===== src/rtl/cond_branch_sequencer.sv =====
// cond_branch_sequencer: holds branch requests until pending ALU flag writers retire, then resolves the condition
module cond_branch_sequencer #(
  parameter int PEND_W = 2,
  parameter int TGT_W  = 16
) (
  input  logic             clk,
  input  logic             rst,
  input  logic             flag_issue,
  output logic             flag_issue_ready,
  input  logic             alu_done,
  input  logic             alu_setflags,
  input  logic             alu_sel_sum,
  input  logic             alu_zero,
  input  logic             alu_msb,
  input  logic             alu_carry,
  input  logic             a_msb,
  input  logic             b_msb,
  input  logic             a_lsb,
  input  logic             br_valid,
  output logic             br_ready,
  input  logic [4:0]       br_cond,
  input  logic [TGT_W-1:0] br_target,
  output logic             res_valid,
  input  logic             res_ready,
  output logic             res_taken,
  output logic [TGT_W-1:0] res_target,
  input  logic             flush
);
  typedef enum logic [1:0] {IDLE, WAIT, EVAL, RESP} state_t;
  state_t            r_state;
  logic [PEND_W-1:0] r_pend;
  logic              r_z, r_n, r_v, r_c, r_a0;
  logic [4:0]        r_cond;
  logic [TGT_W-1:0]  r_target;
  logic              r_taken, r_valid;
  logic              w_ret, w_dec, w_inc, w_v, w_base;
  assign w_ret = alu_done & alu_setflags;
  assign w_dec = w_ret & (r_pend != '0);
  // An issue arriving while full still lands if a retire frees a slot in the same cycle.
  assign w_inc = flag_issue & (flag_issue_ready | w_dec);
  assign w_v = alu_sel_sum & ((a_msb & b_msb & ~alu_msb) | (~a_msb & ~b_msb & alu_msb));
  assign flag_issue_ready = r_pend != '1;
  assign br_ready = r_state == IDLE;
  assign res_valid = r_valid;
  assign res_taken = r_taken;
  assign res_target = r_target;
  // Base condition term selected by the low four condition bits.
  always_comb begin
    w_base = 1'b0;
    case (r_cond[3:0])
      4'd0: w_base = 1'b1;
      4'd1: w_base = r_z;
      4'd2: w_base = r_n;
      4'd3: w_base = r_v;
      4'd4: w_base = r_c;
      4'd5: w_base = r_n ^ r_v;
      4'd6: w_base = r_z | (r_n ^ r_v);
      4'd7: w_base = ~r_c | r_z;
      4'd8: w_base = r_a0;
      default: w_base = 1'b0;
    endcase
  end
  // Pending flag-writer count and the architectural flag register.
  always_ff @(posedge clk) begin
    if (rst) begin
      r_pend <= '0;
      {r_z, r_n, r_v, r_c, r_a0} <= '0;
    end else begin
      if (w_inc & ~w_dec) r_pend <= r_pend + 1'b1;
      else if (w_dec & ~w_inc) r_pend <= r_pend - 1'b1;
      if (w_ret) {r_z, r_n, r_v, r_c, r_a0} <= {alu_zero, alu_msb, w_v, alu_carry, a_lsb};
    end
  end
  // Branch sequencing: accept, wait for flags to settle, evaluate, hand back the result.
  always_ff @(posedge clk) begin
    if (rst) begin
      r_state <= IDLE;
      r_cond <= '0;
      r_target <= '0;
      r_taken <= 1'b0;
      r_valid <= 1'b0;
    end else if (flush) begin
      r_state <= IDLE;
      r_valid <= 1'b0;
    end else begin
      case (r_state)
        IDLE: if (br_valid) begin
          r_cond <= br_cond;
          r_target <= br_target;
          r_state <= (r_pend == '0) ? EVAL : WAIT;
        end
        WAIT: if (r_pend == '0) r_state <= EVAL;
        EVAL: begin
          r_taken <= w_base ^ r_cond[4];
          r_valid <= 1'b1;
          r_state <= RESP;
        end
        RESP: if (res_ready) begin
          r_valid <= 1'b0;
          r_state <= IDLE;
        end
      endcase
    end
  end
endmodule


===== config.mk =====
export PLATFORM = sky130hd
export DESIGN_NAME = cond_branch_sequencer
export DESIGN_NICKNAME = d
export VERILOG_FILES = /design/src/rtl/cond_branch_sequencer.sv
export SDC_FILE = /design/constraint.sdc
export NUM_CORES = 1
export LEC_CHECK = 0
export CAP_MARGIN = 40
export CORE_MARGIN = 4
export CORE_UTILIZATION = 48
export CTS_BUF_LIST = sky130_fd_sc_hd__clkbuf_4 sky130_fd_sc_hd__clkbuf_8
export CTS_CLUSTER_SIZE = 25
export DETAILED_ROUTE_END_ITERATION = 12
export PLACE_DENSITY = 0.87
export SKIP_CTS_REPAIR_TIMING = 1
export SYNTH_ARGS = -nofsm -noshare
export SYNTH_HDL_FRONTEND = slang
export SYNTH_SLANG_ARGS = --single-unit

===== constraint.sdc =====
create_clock -name clk -period 3.4 [get_ports clk]
set_clock_uncertainty 0.2 [all_clocks]
set_input_delay 0.68 -clock clk [delete_from_list [all_inputs] [get_ports clk]]
set_output_delay 0.68 -clock clk [all_outputs]
set_load 0.01 [all_outputs]

Word-level counts from Yosys, hierarchy flattened

Index checks and enable logic that the tools add are counted.

Logic and storage cells: 72
Flip-flop bits (word level): 32
Input port bits: 36
Output and inout port bits: 20

Bitwise gates (word level): 23
Equality and inequality tests: 15
Muxes and demuxes: 10
Reductions and logical operators: 11
Add/sub/neg operators: 2

Operator list:

| kind                | number |
|---|---|
| $eq 4x3->1 const B  | 4 |
| $mux 2              | 6 |
| $and 1x1->1         | 10 |
| $pmux 1 s9          | 1 |
| $eq 4x2->1 const B  | 2 |
| $ne 2x2->1 const B  | 4 |
| $pmux 2 s4          | 1 |
| $not 1->1           | 7 |
| $reduce_and 3->1    | 2 |
| $reduce_bool 2->1   | 3 |
| $eq 2x2->1 const B  | 2 |
| $eq 4x1->1 const B  | 1 |
| $eq 4x4->1 const B  | 1 |
| $logic_not 2->1     | 2 |
| $logic_not 4->1     | 1 |
| $or 1x1->1          | 4 |
| $reduce_and 2->1    | 2 |
| $add 2x1->2 const B | 1 |
| $eq 2x1->1 const B  | 1 |
| $pmux 1 s2          | 1 |
| $reduce_or 2->1     | 1 |
| $sub 2x1->2 const B | 1 |
| $xor 1x1->1         | 2 |
| $mux 1              | 1 |

Longest topological paths before layout

Depth after elaboration: 8
Gate-level depth with buffers: 7
Mapped depth without buffers: 6

Worst setup path before layout

Ideal clock, no wire load.

Path kind: input-to-reg
From: input alu_done
To: register r_pend[1]
Setup slack: 1229 ps
Buffers on the path: 1
Required time: 3130 ps
Arrival time: 1900 ps
Stages: 6
Library setup time: 70 ps
Cells stage by stage: and2_1 clkbuf_1 o21a_1 ha_1 or3_1 a21oi_1

Cells in the longest elaborated chain, start to end: 7
Elaborated cells on any way between the ends: 10
Classes of those cells: mux: 1; bitwise: 8; reduce/logical: 1

RTL lines:

| item                        | RTL line | RTL |
|---|---|---|
| start, declared             | 10       | `input logic alu_done,` |
| $and 1x1->1 (*)             | 37       | `assign w_ret = alu_done & alu_setflags;` |
| $and 1x1->1 (*)             | 38       | `assign w_dec = w_ret & (r_pend != '0);` |
| $or 1x1->1                  | 40       | `assign w_inc = flag_issue & (flag_issue_ready \| w_dec);` |
| $and 1x1->1                 | 40       |  |
| $not 1->1                   | 70       | `else if (w_dec & ~w_inc) r_pend <= r_pend - 1'b1;` |
| $and 1x1->1                 | 70       |  |
| $reduce_bool 2->1 (no line) | n/a      |  |
| end signal, assigned        | 69       | `if (w_inc & ~w_dec) r_pend <= r_pend + 1'b1;` |
| end signal, assigned        | 70       |  |
| end, declared               | 31       | `logic [PEND_W-1:0] r_pend;` |

Every way passes the cells marked *; elsewhere a longest branch is shown, timed or not.
A chain may end at the register's enable or synchronous reset.

Worst setup path after layout

From: register r_state[0]
To: output br_ready

Cells in the longest elaborated chain, start to end: 1

RTL lines:

| item                   | RTL line | RTL |
|---|---|---|
| start, declared        | 30       | `state_t r_state;` |
| start signal, assigned | 90       | `r_state <= (r_pend == '0) ? EVAL : WAIT;` |
| $logic_not 2->1        | 43       | `assign br_ready = r_state == IDLE;` |
| end, declared          | 20       | `output logic br_ready,` |

No other way between the ends.

==> flow_summary.yaml <==
global_route:
  grt_max_degree: 22
  grt_pass1_vias: 1385
  grt_use_total_pct: 19.8
  overflow: 0
  antenna_found_initial: 0
  grt_pass1_wl_um: 6200
floorplanning:
  core-area_um2: 2780
  row_count: 19
  io_pins: 56
  die_w_um: 62.2
  die_h_um: 62.2
  initial_core_util_pct: 50.7
  die_area_um2: 3870
cells_and_area:
  drive_above_1_share_pct: 5.60
  diodes: 0
  fillCellCount: 211
  nets: 272
  design_area_um2: 2060
  area_growth_pct: 46.1
  utilization_pct: 74.1
critical_path:
  r2r-start: "r_state[0]"
  r2r_cells: 6
  start_kind: "register"
  r2r_setup_slack_ns: 1.52
  slowest_stage: "clkdlybuf4s50_1"
  cp.required_ns: 2.52
  cpPeakStageDelay_ns: 0.58
  endpoint_kind: "primary output"
  critPathBufInv: 2
  worstPathArrival_ns: 1.63
  worst_path_dominant_cell_family: "buffers and inverters"
  path_cells: "inv_1 -> ha_1 -> clkdlybuf4s50_1"
  critPathKind: "reg -> out"
  path_max_fanout: 7
  cp-endpoint: "br_ready"
  cp-startpoint: "r_state[0]"
  crit_cells: 3
  r2r_end: "r_state[1]"
timing:
  finalCritPeriodShare_pct: 73.9
  finalMaxSlewViolations: 0
  whs_ns: 0.260
  setup_tns_ns: 0
  slew_headroom_pct: 59.4
  fin_crit_ns: 2.51
  setup_viol: 0
  fmax_mhz: 398
  worstMarginPinSlew_ns: 0.602
  finalWorstSetupSlack_ns: 0.886
  final_hold_viol_count: 0
  rsz0062_at_grt: "false"
route:
  drt-vias-per-instance: 5.44
  totalWireLength_um: 3670
  drt_iter0_drc: 92
  drt_pre_antenna_iters: 4
  dr_total_vias: 1432
  antenna_left: 0
  post-route-drc-count: 0
  post_drt_wl_per_cell_um: 13.9
clock_tree:
  max-clock-path-buffers: 2
  insertion_delay_ns: 0.35
  cts_sinks: 32
  clk_pin_slew_ns: 0.10
  cts_buffers: 5
  cts-root-buf: "clkbuf_4"
  cts_tree: "yes"
  h-tree-depth: 2
placed_design:
  dpl.hpwl_um: 2790
  pre_cts_ws_ns: 0.708
  portBuffers: 55
  postPlaceCellArea_um2: 1980
  gp_congestion: 0.834
worst_hold_path:
  hold_path.class: "reg -> reg"
  whs_path_depth: 2
power:
  powerDensity_nw_per_um2: 452
  irDropWorstVdd_uv: 392
  leakagePower_nw: 0.773
job:
  cap_violations: 0
logic_synthesis:
  synth_commonest_cells: "nand2_1, dfxtp_1, a21oi_1"
  synth-edff-count: 0
  async_reset_ff_share_pct: 0
  yosysUniqueCellTypes: 33
  yosysTopAreaCellShare_pct: 45.4
  synthFlopType: "dfxtp_1"
  ys_top_cells_by_area: "dfxtp_1, nand2_1, a21oi_1"
  mappedNetlistArea_um2: 1410
  synth_seq_area_share_pct: 45.4
  yosysMostFrequentCell: "nand2_1"
  yosysTopAreaCell: "dfxtp_1"
  syn_nets: 217
  ys_warn_count: 0
  synth_area_per_cell_um2: 8.02
  synth_seq_cells: 32
  syn_inst: 176
outcome:
  status: "finished, final reports clean"
[logic make-up after synthesis]
group                    synth area share [%]
buffers and inverters                    3.46
flip-flops                               45.4
AND/OR/NAND/NOR                          25.0
multiplexers                             1.42
AO/OA/AOI/OAI                            18.4
adder cells (fa/ha/maj)                  4.43
XOR/XNOR                                 1.86
[final cells by class]
type	count	area, µm²	share of cell area [%]
Timing Repair Buffer	57	566	27.4
Inverter	4	15.0	0.728
Multi-Input combinational cell	131	722	35.0
Clock buffer	6	45.0	2.18
Sequential cell	32	641	31.1
Tap cell	31	38.8	1.88
Clock inverter	2	35.0	1.70
[worst min path at each step]
stage / from / endpoint
global route: res_target[7] / res_target[7]
CTS: res_target[10] / res_target[10]
global placement: res_target[4] / res_target[4]
floorplan: r_a0 / r_a0
detailed placement: res_target[10] / res_target[10]
finish: res_target[10] / res_target[10]
[layer usage]
metal,wire length [µm],GRT usage (%)
met1,1440,21.3
met2,1890,34.2
met3,284,7.57
met4,55,8.13
met5,0,0
[flip-flops by register name (all words and copies together) (netlist names)]
register	count
res_target	16
r_cond	5
r_pend	2
r_state	2
r_a0	1
r_c	1
r_n	1
r_v	1
r_z	1
res_taken	1
res_valid	1
[worst min-delay path, delay by kind of cell (launching register included)]
family	cells	cell delay, ns
flip-flops	1	0.32
AND/OR/NAND/NOR	1	0.05
AO/OA/AOI/OAI	1	0.05
[placed cells by master (no fill, tap or decap), types with 2 or more instances in the layout]
master	synthesis	final
nand3b_1	2	2
mux2i_1	2	2
o21ai_0	3	3
ha_1	5	5
xor2_1	3	3
nor2_1	4	4
nor3b_1	2	2
clkbuf_4	0	6
or3_1	2	2
buf_4	0	2
nor3_1	2	2
nand2b_1	2	2
nor4bb_1	2	2
dfxtp_1	32	32
a21oi_1	28	28
inv_1	4	4
nand2_1	56	56
clkdlybuf4s50_1	0	55
a211oi_1	2	2
[per-stage QoR]
step	total power, mW	std cells
floorplan	0.538	176
global placement	0.627	255
detailed placement	0.639	255
CTS	0.931	263
global route	0.978	263
finish	0.931	263
[report_power, final]
group	internal, mW	leakage (nW)	switching [mW]
sequential	0.403	0.261	0.0248
combinational	0.111	0.466	0.0929
clock	0.162	0.0456	0.138
total	0.676	0.773	0.255
Note: power is estimated with default switching activity, not from simulation.
==> variant, RTL diff (same flow settings) <==
`PEND_W`: 2 -> 4.
--- a/src/rtl/cond_branch_sequencer.sv
+++ b/src/rtl/cond_branch_sequencer.sv
@@ -1,6 +1,6 @@
 // cond_branch_sequencer: holds branch requests until pending ALU flag writers retire, then resolves the condition
 module cond_branch_sequencer #(
-  parameter int PEND_W = 2,
+  parameter int PEND_W = 4,
   parameter int TGT_W  = 16
 ) (
   input  logic             clk,
Check against the original RTL: not equivalent (Yosys sat finds a counterexample within 4 cycles, from zero or initial values and one cycle with rst high).
==> variant against the unedited design <==
Sequential cell count rose by 2. Count of clock-buffer cells in the layout did not move. Final cell count rose by 13%. Utilization fell by 2.1 points. Final area rose by 7.5%. Via count rose by 5.7%. Largest cell class unchanged. Non-clock buffer count rose by 2. Critical path depth rose by 8. Worst hold slack got worse by 1.3 ps. Synthesized area rose by 11%. Total power rose by 18%. Wire length rose by 3.0%. Worst setup slack got worse by 480 ps.
==> variant: results (changes against the unedited design) <==
| Metric | Value |
|---|---|
| Outcome | finished, final reports clean |
| Internal power | 0.742 mW (+9.7%) |
| Slowest stage cell, crit path | or4_4 |
| Synth top area share | 43.4% (-2.0 points) |
| Placed cells | 291 (+14%) |
| Top Family by Delay on Critical Path | simple AND/OR/NAND/NOR gates |
| #MultiIn Comb | 148 (+13%) |
| Post-layout util | 72.0% (-2.1 points) |
| Fraction of area in multi-input gates | 37.3% (+2.3 points) |
| Adder-cell share of the synthesized area | 6.86% (+2.4 points) |
| Clock Network Area Fraction | 2.32% (-1.6 points) |
| Pleak | 0.821 nW (+6.1%) |
| Largest net degree at the start of global routing | 36 (+64%) |
| CP peak stage delay | 560 ps (-20 ps) |
| Worst-Skew Late Latency | 330 ps (-20 ps) |
| Vias per cell | 5.09 (-6.4%) |
| Cell count after synthesis | 198 (+13%) |
| Power per cell area | 495 mW/mm^2 (+9.6%) |
| Final WL | 3780 microns (+3.0%) |
| # fillers | 256 (+21%) |
| Commonest cells in the netlist | nand2_1, dfxtp_1, a21oi_1, nor2_1, clkbuf_1 |
| Detailed Place HPWL | 2870 microns (+2.9%) |
| Final Wtd Congestion | 0.836 (+0.23%) |
| Repair and plain buffers | 59 (+3.5%) |
| Synth area leaders | dfxtp_1, nand2_1, a21oi_1 |
| First-pass GRT wire length | 6550 microns (+5.7%) |
| XOR/XNOR share of the synthesized area | 2.23% (+0.37 points) |
| Post-Place Setup Slack | 165 ps (-543 ps) |
==> variant: logic make-up after synthesis <==
kind of cell	count (synthesis)
DFF	34
AOI/OAI and AO/OA	46
muxes	1
buffers and inverters	16
xor gates and xnor gates	4
and+or+nand+nor	89
adders and majority gates	8
==> variant: path summary, 6_finish.rpt <==
check / from / depth (start not counted) / to / slack [ps]
hold / removal: res_target[6]$_SDFFE_PP0P_ / 2 / res_target[6]$_SDFFE_PP0P_ / 260
hold reg to reg: res_target[6]$_SDFFE_PP0P_ / 2 / res_target[6]$_SDFFE_PP0P_ / 260
setup reg to reg: r_pend[1]$_SDFFE_PP0P_ / 11 / r_pend[3]$_SDFFE_PP0P_ / 410
setup / recovery: r_pend[1]$_SDFFE_PP0P_ / 11 / r_pend[3]$_SDFFE_PP0P_ / 410
==> variant: metal layers <==
layer,up-vias,routed length (microns),track usage (%)
met4,0,41,5.44
met1,672,1590,22.7
met2,56,1740,31.5
met5,-,0,0
met3,4,408,10.6
li1,781,-,-
